### config.mk
export PLATFORM = sky130hd
export DESIGN_NAME = iterative_divider
export DESIGN_NICKNAME = d
export VERILOG_FILES = /design/src/rtl/div_pkg.sv /design/src/rtl/div_restore_step.sv /design/src/rtl/iterative_divider.sv
export SDC_FILE = /design/constraint.sdc
export NUM_CORES = 1
export LEC_CHECK = 0
export ABC_CLOCK_PERIOD_IN_PS = 3900
export CAP_MARGIN = 10
export CORE_AREA = 2 2 189 191
export CTS_CLUSTER_SIZE = 12
export DETAILED_ROUTE_END_ITERATION = 8
export DIE_AREA = 0 0 191 193
export PLACE_DENSITY_LB_ADDON = 0.2
export SYNTH_ARGS = -nofsm -noshare
export SYNTH_HDL_FRONTEND = slang
export SYNTH_SLANG_ARGS = --single-unit
### constraint.sdc
create_clock -name clk -period 3.9 [get_ports clk]
set_clock_uncertainty 0.05 [all_clocks]
set_input_delay 0.78 -clock clk [delete_from_list [all_inputs] [get_ports clk]]
set_output_delay 0.78 -clock clk [all_outputs]
set_load 0.005 [all_outputs]
### src/rtl/div_pkg.sv
// rtl/div_pkg.sv - shared types and constants for the iterative divider
package div_pkg;

  typedef enum logic [1:0] {
    OP_DIV  = 2'b00,
    OP_DIVU = 2'b01,
    OP_REM  = 2'b10,
    OP_REMU = 2'b11
  } div_op_e;

  typedef enum logic [1:0] {
    S_IDLE = 2'b00,
    S_CALC = 2'b01,
    S_FIX  = 2'b10,
    S_DONE = 2'b11
  } div_state_e;

  localparam int DIV_LATENCY = 34;

  // funct3[0] clear selects the signed variants, funct3[1] set selects remainder.
  function automatic logic op_is_signed(input div_op_e op);
    return ~op[0];
  endfunction

  function automatic logic op_is_rem(input div_op_e op);
    return op[1];
  endfunction

endpackage

### src/rtl/div_restore_step.sv
// rtl/div_restore_step.sv - one radix-2 restoring iteration on magnitudes
module div_restore_step #(
  parameter int XLEN = 32
) (
  input  logic [XLEN-1:0] rem_i,
  input  logic [XLEN-1:0] q_i,
  input  logic [XLEN-1:0] b_i,
  output logic [XLEN-1:0] rem_o,
  output logic [XLEN-1:0] q_o
);

  logic [XLEN:0] shifted;
  logic [XLEN:0] diff;

  // One extra bit: the shifted partial remainder can reach 2*b-1.
  always_comb begin
    shifted = {rem_i, q_i[XLEN-1]};
    diff    = shifted - {1'b0, b_i};
    if (!diff[XLEN]) begin
      rem_o = diff[XLEN-1:0];
      q_o   = {q_i[XLEN-2:0], 1'b1};
    end else begin
      rem_o = shifted[XLEN-1:0];
      q_o   = {q_i[XLEN-2:0], 1'b0};
    end
  end

endmodule

### src/rtl/iterative_divider.sv
// rtl/iterative_divider.sv - multi-cycle RV32M DIV/DIVU/REM/REMU unit
// Optional early completion for trivial operands under DIV_EARLY_OUT_EN.
module iterative_divider #(
  parameter int XLEN  = 32,
  parameter int CNT_W = $clog2(XLEN)
) (
  input  logic            clk,
  input  logic            rst_n,
  input  logic            start,
  input  logic [1:0]      op,
  input  logic [XLEN-1:0] dividend,
  input  logic [XLEN-1:0] divisor,
  input  logic [4:0]      rd_in,
  input  logic            flush,
  output logic            busy,
  output logic            div_ready,
  output logic [XLEN-1:0] divres,
  output logic [4:0]      rd_out
);

  import div_pkg::*;

  div_state_e       state_q, state_d;
  div_op_e          op_in, op_q;
  logic [CNT_W-1:0] cnt_q;
  logic [XLEN-1:0]  rem_q, quo_q, b_q;
  logic [XLEN-1:0]  rem_nx, quo_nx;
  logic             neg_q_q, neg_r_q, div0_q;
  logic [4:0]       rd_q;
  logic [XLEN-1:0]  divres_q;
  logic [4:0]       rd_out_q;

  logic             accept;
  logic             signed_in;
  logic [XLEN-1:0]  abs_a, abs_b;
  logic [XLEN-1:0]  q_fixed, r_fixed, fix_res;
  logic             early_take;
  logic [XLEN-1:0]  early_res;

  assign op_in     = div_op_e'(op);
  assign signed_in = op_is_signed(op_in);
  assign accept    = (state_q == S_IDLE) && start && !flush;
  assign abs_a     = (signed_in && dividend[XLEN-1]) ? -dividend : dividend;
  assign abs_b     = (signed_in && divisor[XLEN-1])  ? -divisor  : divisor;

`ifdef DIV_EARLY_OUT_EN
  // Zero divisor or a dividend smaller than the divisor needs no iteration.
  always_comb begin
    early_take = (divisor == '0) || (abs_a < abs_b);
    if (op_is_rem(op_in)) begin
      early_res = dividend;
    end else if (divisor == '0) begin
      early_res = '1;
    end else begin
      early_res = '0;
    end
  end
`else
  assign early_take = 1'b0;
  assign early_res  = '0;
`endif

  div_restore_step #(.XLEN(XLEN)) u_step (
    .rem_i (rem_q),
    .q_i   (quo_q),
    .b_i   (b_q),
    .rem_o (rem_nx),
    .q_o   (quo_nx)
  );

  always_comb begin
    q_fixed = neg_q_q ? -quo_q : quo_q;
    r_fixed = neg_r_q ? -rem_q : rem_q;
    if (op_is_rem(op_q)) begin
      fix_res = r_fixed;
    end else if (div0_q) begin
      fix_res = '1;
    end else begin
      fix_res = q_fixed;
    end
  end

  always_ff @(posedge clk or negedge rst_n) begin
    if (!rst_n) begin
      state_q <= S_IDLE;
    end else begin
      state_q <= state_d;
    end
  end

  always_comb begin
    state_d = state_q;
    case (state_q)
      S_IDLE: begin
        if (accept) begin
          state_d = early_take ? S_DONE : S_CALC;
        end
      end
      S_CALC: begin
        if (flush) begin
          state_d = S_IDLE;
        end else if (cnt_q == '0) begin
          state_d = S_FIX;
        end
      end
      S_FIX:   state_d = flush ? S_IDLE : S_DONE;
      S_DONE:  state_d = S_IDLE;
      default: state_d = S_IDLE;
    endcase
  end

  always_comb begin
    busy      = (state_q != S_IDLE);
    div_ready = (state_q == S_DONE);
  end

  always_ff @(posedge clk or negedge rst_n) begin
    if (!rst_n) begin
      op_q     <= OP_DIV;
      cnt_q    <= '0;
      rem_q    <= '0;
      quo_q    <= '0;
      b_q      <= '0;
      neg_q_q  <= 1'b0;
      neg_r_q  <= 1'b0;
      div0_q   <= 1'b0;
      rd_q     <= '0;
      divres_q <= '0;
      rd_out_q <= '0;
    end else begin
      if (accept) begin
        op_q    <= op_in;
        cnt_q   <= CNT_W'(XLEN - 1);
        rem_q   <= '0;
        quo_q   <= abs_a;
        b_q     <= abs_b;
        neg_q_q <= signed_in && (dividend[XLEN-1] ^ divisor[XLEN-1]);
        neg_r_q <= signed_in && dividend[XLEN-1];
        div0_q  <= (divisor == '0);
        rd_q    <= rd_in;
        if (early_take) begin
          divres_q <= early_res;
          rd_out_q <= rd_in;
        end
      end
      if (state_q == S_CALC && !flush) begin
        rem_q <= rem_nx;
        quo_q <= quo_nx;
        cnt_q <= cnt_q - 1'b1;
      end
      if (state_q == S_FIX && !flush) begin
        divres_q <= fix_res;
        rd_out_q <= rd_q;
      end
    end
  end

  assign divres = divres_q;
  assign rd_out = rd_out_q;

endmodule

==> Flow_metrics.wiki <==
{| class="wikitable"
! Metric !! Value
|-
| Standard cell area after detailed placement || 12300 um2
|-
| Length in cells of the worst reg-to-reg path || 11
|-
| Worst path slowest cell || sky130_fd_sc_hd__dfrtp_1
|-
| Fraction of layout cells with a size suffix above 1 || 8.03%
|-
| Maximum cell stage delay along the critical path || 0.46 ns
|-
| Distinct cells, synth || 59
|-
| Simple-Gate Fraction of Synth Area || 15.0%
|-
| CP cell instances || ha_1, nand2_1, or3_1, a21o_1, o21ai_1, a311o_1, a31oi_1, o21ai_0, a21oi_1, xnor2_1, o211ai_1
|-
| Post-layout total power || 0.00777 W
|-
| First-pass GRT wire length || 47.8 mm
|-
| Capturing point of the worst reg2reg path || rem_q[29]
|-
| Area of combinational cells with multiple inputs || 6170 um2
|-
| Required time reported for the critical path endpoint || 4.15 ns
|-
| Number of clock sinks || 149
|-
| Largest family of logic cells by synthesized area || compound AO/OA/AOI/OAI gates
|-
| Worst VDD drop || 0.310 mV
|-
| Root Buffer Master || sky130_fd_sc_hd__clkbuf_16
|-
| Minimum clock period || 3.51 ns
|-
| Vias in the first global route || 8704
|-
| Critical Path Start Type || flop
|-
| Total track usage || 16.5%
|-
| Arr. time, crit path || 3.76 ns
|-
| Area growth from synthesis to layout || 23.8%
|-
| Largest fanout on the critical path || 7
|-
| Number of input and output port buffers inserted || 113
|-
| Setup repair after global routing missed its margin || no
|-
| Total wire length || 29.9 mm
|-
| Final setup vio count || 0
|-
| Design Area, Final || 12800 um2
|-
| Buffers inserted during post-CTS setup optimization || 0
|-
| Total Nets Final || 1433
|-
| Initial Util || 29.6%
|-
| CTS-repair resized insts || 0
|-
| Drt first pass iters || 5
|-
| Cell class contributing the biggest share of worst-path delay || compound AO/OA/AOI/OAI gates
|-
| Area share of fa/ha/maj cells after synthesis || 4.78%
|-
| Path type of the worst min-delay path || in -> async
|-
| RePlAce Congestion || 0.825
|-
| Seq. cell area || 3730 um2
|-
| Maximum number of pins on one net before global-route repair || 72
|-
| Actual slew at the worst max-slew pin || 1.04 ns
|-
| Synth Warn # || 0
|-
| Average size of a mapped cell || 8.58 um2
|-
| Die area || 36900 um2
|-
| Worst setup slack for register-to-register paths || 0.39 ns
|-
| Die Height || 193 um
|-
| Number of nets produced by synthesis || 1322
|-
| Xor and xnor fraction of the mapped netlist area || 12.3%
|-
| Number of antenna violations at the first check in global routing || 0
|-
| Reg-to-Reg Start || rem_q[9]
|-
| Die width || 191 um
|-
| Setup Crit Path Kind || reg -> reg
|-
| Initial drt markers || 527
|-
| Number of buffers added by the clock tree synthesis step || 17
|-
| Ratio of final minimum period to clock period || 90.0%
|-
| Standard-cell rows || 69
|-
| Clock tree from TritonCTS || done
|-
| Leakage || 5.63 nW
|-
| Max-cap violation count || 0
|-
| Number of levels in the clock H-tree || 4
|-
| Worst skew pair latency || 0.43 ns
|-
| Area of the mapped netlist || 10400 um2
|-
| Placeable core region || 35000 um2
|-
| Count of buffer and inverter cells on the critical path || 0
|-
| Mux contribution to synthesized area || 1.90%
|-
| Power density relative to cell area || 606 nW/um2
|-
| Most used flip-flop cell after synthesis || sky130_fd_sc_hd__dfrtp_1
|-
| Synth Instances || 1208
|-
| Seq cells post-synth || 149
|-
| Final hold violations || 0
|-
| Compound-gate portion of the synthesized area || 25.3%
|-
| Number of remaining DRC errors || 0
|-
| Achievable clock frequency || 285 MHz
|-
| Remaining max-slew budget at the tightest pin || 30.1%
|-
| Antenna diode instance count || 0
|-
| Run status || finished, final reports clean
|-
| Total via count in the routed design || 9175
|-
| Clock edge transition at the registers on the reported setup and hold paths || 0.07 ns
|-
| Post-Route Setup TNS || 0 ns
|-
| Detailed Place HPWL || 22.7 mm
|-
| Vias per cell || 5.12
|-
| Number of buffers inserted for hold repair after clock tree synthesis || 0
|-
| ANT nets after route || 0
|-
| Number of enable-type register cells in the synthesized netlist || 0
|-
| Count of filler cells inserted in the layout || 3642
|-
| Share of synthesized area occupied by flip-flops and latches || 36.0%
|-
| Number of max-slew violations in the final report || 0
|-
| Clk buf depth || 2
|-
| CP Capture Type || flop
|-
| IO Pins || 114
|-
| Overflow after GRT || 0
|-
| Synth async-reset ratio || 100%
|-
| Wire length per cell || 16.7 um
|}
==> kinds of logic after synthesis <==
logic type	Yosys count
adders and majority gates	39
DFF	149
xor gates and xnor gates	146
and+or+nand+nor	315
buffers and inverters	127
muxes	19
AOI/OAI and AO/OA	413
==> metrics by stage <==
stage          worst slack (ns)  hold slack [ns]  instances  util (%)
6_report                  0.390            0.311       1793      36.7
5_1_grt                   0.109            0.356       1793      36.7
4_1_cts                   0.404            0.348       1793      36.7
3_5_place_dp             0.0462            0.409       1761      35.0
3_3_place_gp             0.0856            0.407       1761      35.0
2_1_floorplan             0.609            0.392       1208         -
==> Yosys cell counts (3+ instances only) <==
library cell / count / area, um2
sky130_fd_sc_hd__inv_1: 58 / 218
sky130_fd_sc_hd__mux2_2: 5 / 56.3
sky130_fd_sc_hd__nand2b_1: 13 / 81.3
sky130_fd_sc_hd__o21ai_1: 41 / 205
sky130_fd_sc_hd__ha_1: 38 / 475
sky130_fd_sc_hd__or4_1: 11 / 82.6
sky130_fd_sc_hd__nand3_1: 15 / 75.1
sky130_fd_sc_hd__o41ai_1: 11 / 96.3
sky130_fd_sc_hd__and3_1: 5 / 31.3
sky130_fd_sc_hd__nor2_1: 54 / 203
sky130_fd_sc_hd__nor4_2: 3 / 37.5
sky130_fd_sc_hd__nor3_1: 17 / 85.1
sky130_fd_sc_hd__nor4_1: 11 / 68.8
sky130_fd_sc_hd__xor2_1: 90 / 788
sky130_fd_sc_hd__xnor2_1: 56 / 490
sky130_fd_sc_hd__nand4_1: 4 / 25.0
sky130_fd_sc_hd__a21o_1: 39 / 293
sky130_fd_sc_hd__a22oi_1: 34 / 255
sky130_fd_sc_hd__o22ai_1: 4 / 25.0
sky130_fd_sc_hd__o21bai_1: 6 / 45.0
sky130_fd_sc_hd__a211oi_1: 4 / 30.0
sky130_fd_sc_hd__a31oi_1: 9 / 56.3
sky130_fd_sc_hd__or3_1: 16 / 100
sky130_fd_sc_hd__mux2i_1: 14 / 140
sky130_fd_sc_hd__clkbuf_1: 59 / 221
sky130_fd_sc_hd__o21ai_0: 106 / 531
sky130_fd_sc_hd__a21oi_1: 78 / 390
sky130_fd_sc_hd__dfrtp_1: 149 / 3730
sky130_fd_sc_hd__a221oi_1: 30 / 263
sky130_fd_sc_hd__buf_2: 8 / 40.0
sky130_fd_sc_hd__nand2_1: 136 / 510
sky130_fd_sc_hd__nor3b_1: 3 / 22.5
sky130_fd_sc_hd__o211ai_1: 7 / 52.6
sky130_fd_sc_hd__o31ai_1: 25 / 188
sky130_fd_sc_hd__nor2b_1: 12 / 75.1
==> routing by layer <==
metal / GRT usage, % / part of all wire [%]
met5: 0 / 0
met4: 4.05 / 1.2
met3: 2.41 / 3.1
met2: 27.4 / 48
met1: 22.6 / 47
==> final cells by class <==
class,instances,area share (%)
Clock buffer,19,3.45
Tap cell,461,4.50
Timing Repair Buffer,161,12.1
Sequential cell,149,29.1
Clock inverter,13,0.986
Inverter,58,1.70
Multi-Input combinational cell,932,48.2
==> worst max-delay path by stage <==
stage,start,slack [ns],end,cells past startpoint
finish,rem_q[9],0.39,rem_q[29],11
global route,quo_q[31],0.11,rem_q[25],13
CTS,quo_q[31],0.40,rem_q[25],13
detailed placement,dividend[8],0.05,quo_q[27],10
global placement,dividend[8],0.09,quo_q[29],10
floorplan,dividend[8],0.61,quo_q[27],9
==> state kept, by name, indices dropped and copies added, names as in the netlist, 2 cells and up <==
name / flops
rd_out: 5
cnt_q: 5
divres: 32
state_q: 2
rem_q: 32
b_q: 32
rd_q: 5
quo_q: 32
==> power breakdown <==
part	internal, W	leakage (nW)	total [W]	switching [W]
combinational	0.00165	3.43	0.00386	0.00221
sequential	0.00185	1.93	0.00228	0.000432
clock	0.000904	0.267	0.00162	0.000721
==> cells in the final DEF, fill, tap and decap left out, drive strengths merged, types with 3 or more instances in the layout <==
cell / Yosys / layout
xnor2: 56 / 56
nand2b: 15 / 15
o21ai: 147 / 147
clkinvlp: 0 / 4
nor4: 16 / 16
o22ai: 4 / 4
mux2i: 14 / 14
buf: 10 / 49
o31ai: 26 / 26
a31oi: 9 / 9
or2: 3 / 3
nor2b: 12 / 12
clkinv: 0 / 5
ha: 38 / 38
and3: 5 / 5
nor3b: 3 / 3
o21bai: 6 / 6
a211oi: 4 / 4
nand2: 136 / 136
nor2: 55 / 55
a22oi: 34 / 34
mux2: 5 / 5
a221oi: 30 / 30
o41ai: 13 / 13
nand3: 15 / 15
nand4: 4 / 4
o211ai: 7 / 7
dfrtp: 149 / 149
or4: 13 / 13
clkbuf: 59 / 19
inv: 58 / 61
a21oi: 78 / 78
xor2: 90 / 90
nor3: 17 / 17
a21o: 39 / 39
clkdlybuf4s50: 0 / 112
or3: 16 / 16
Note: power is estimated with default switching activity, not from simulation.
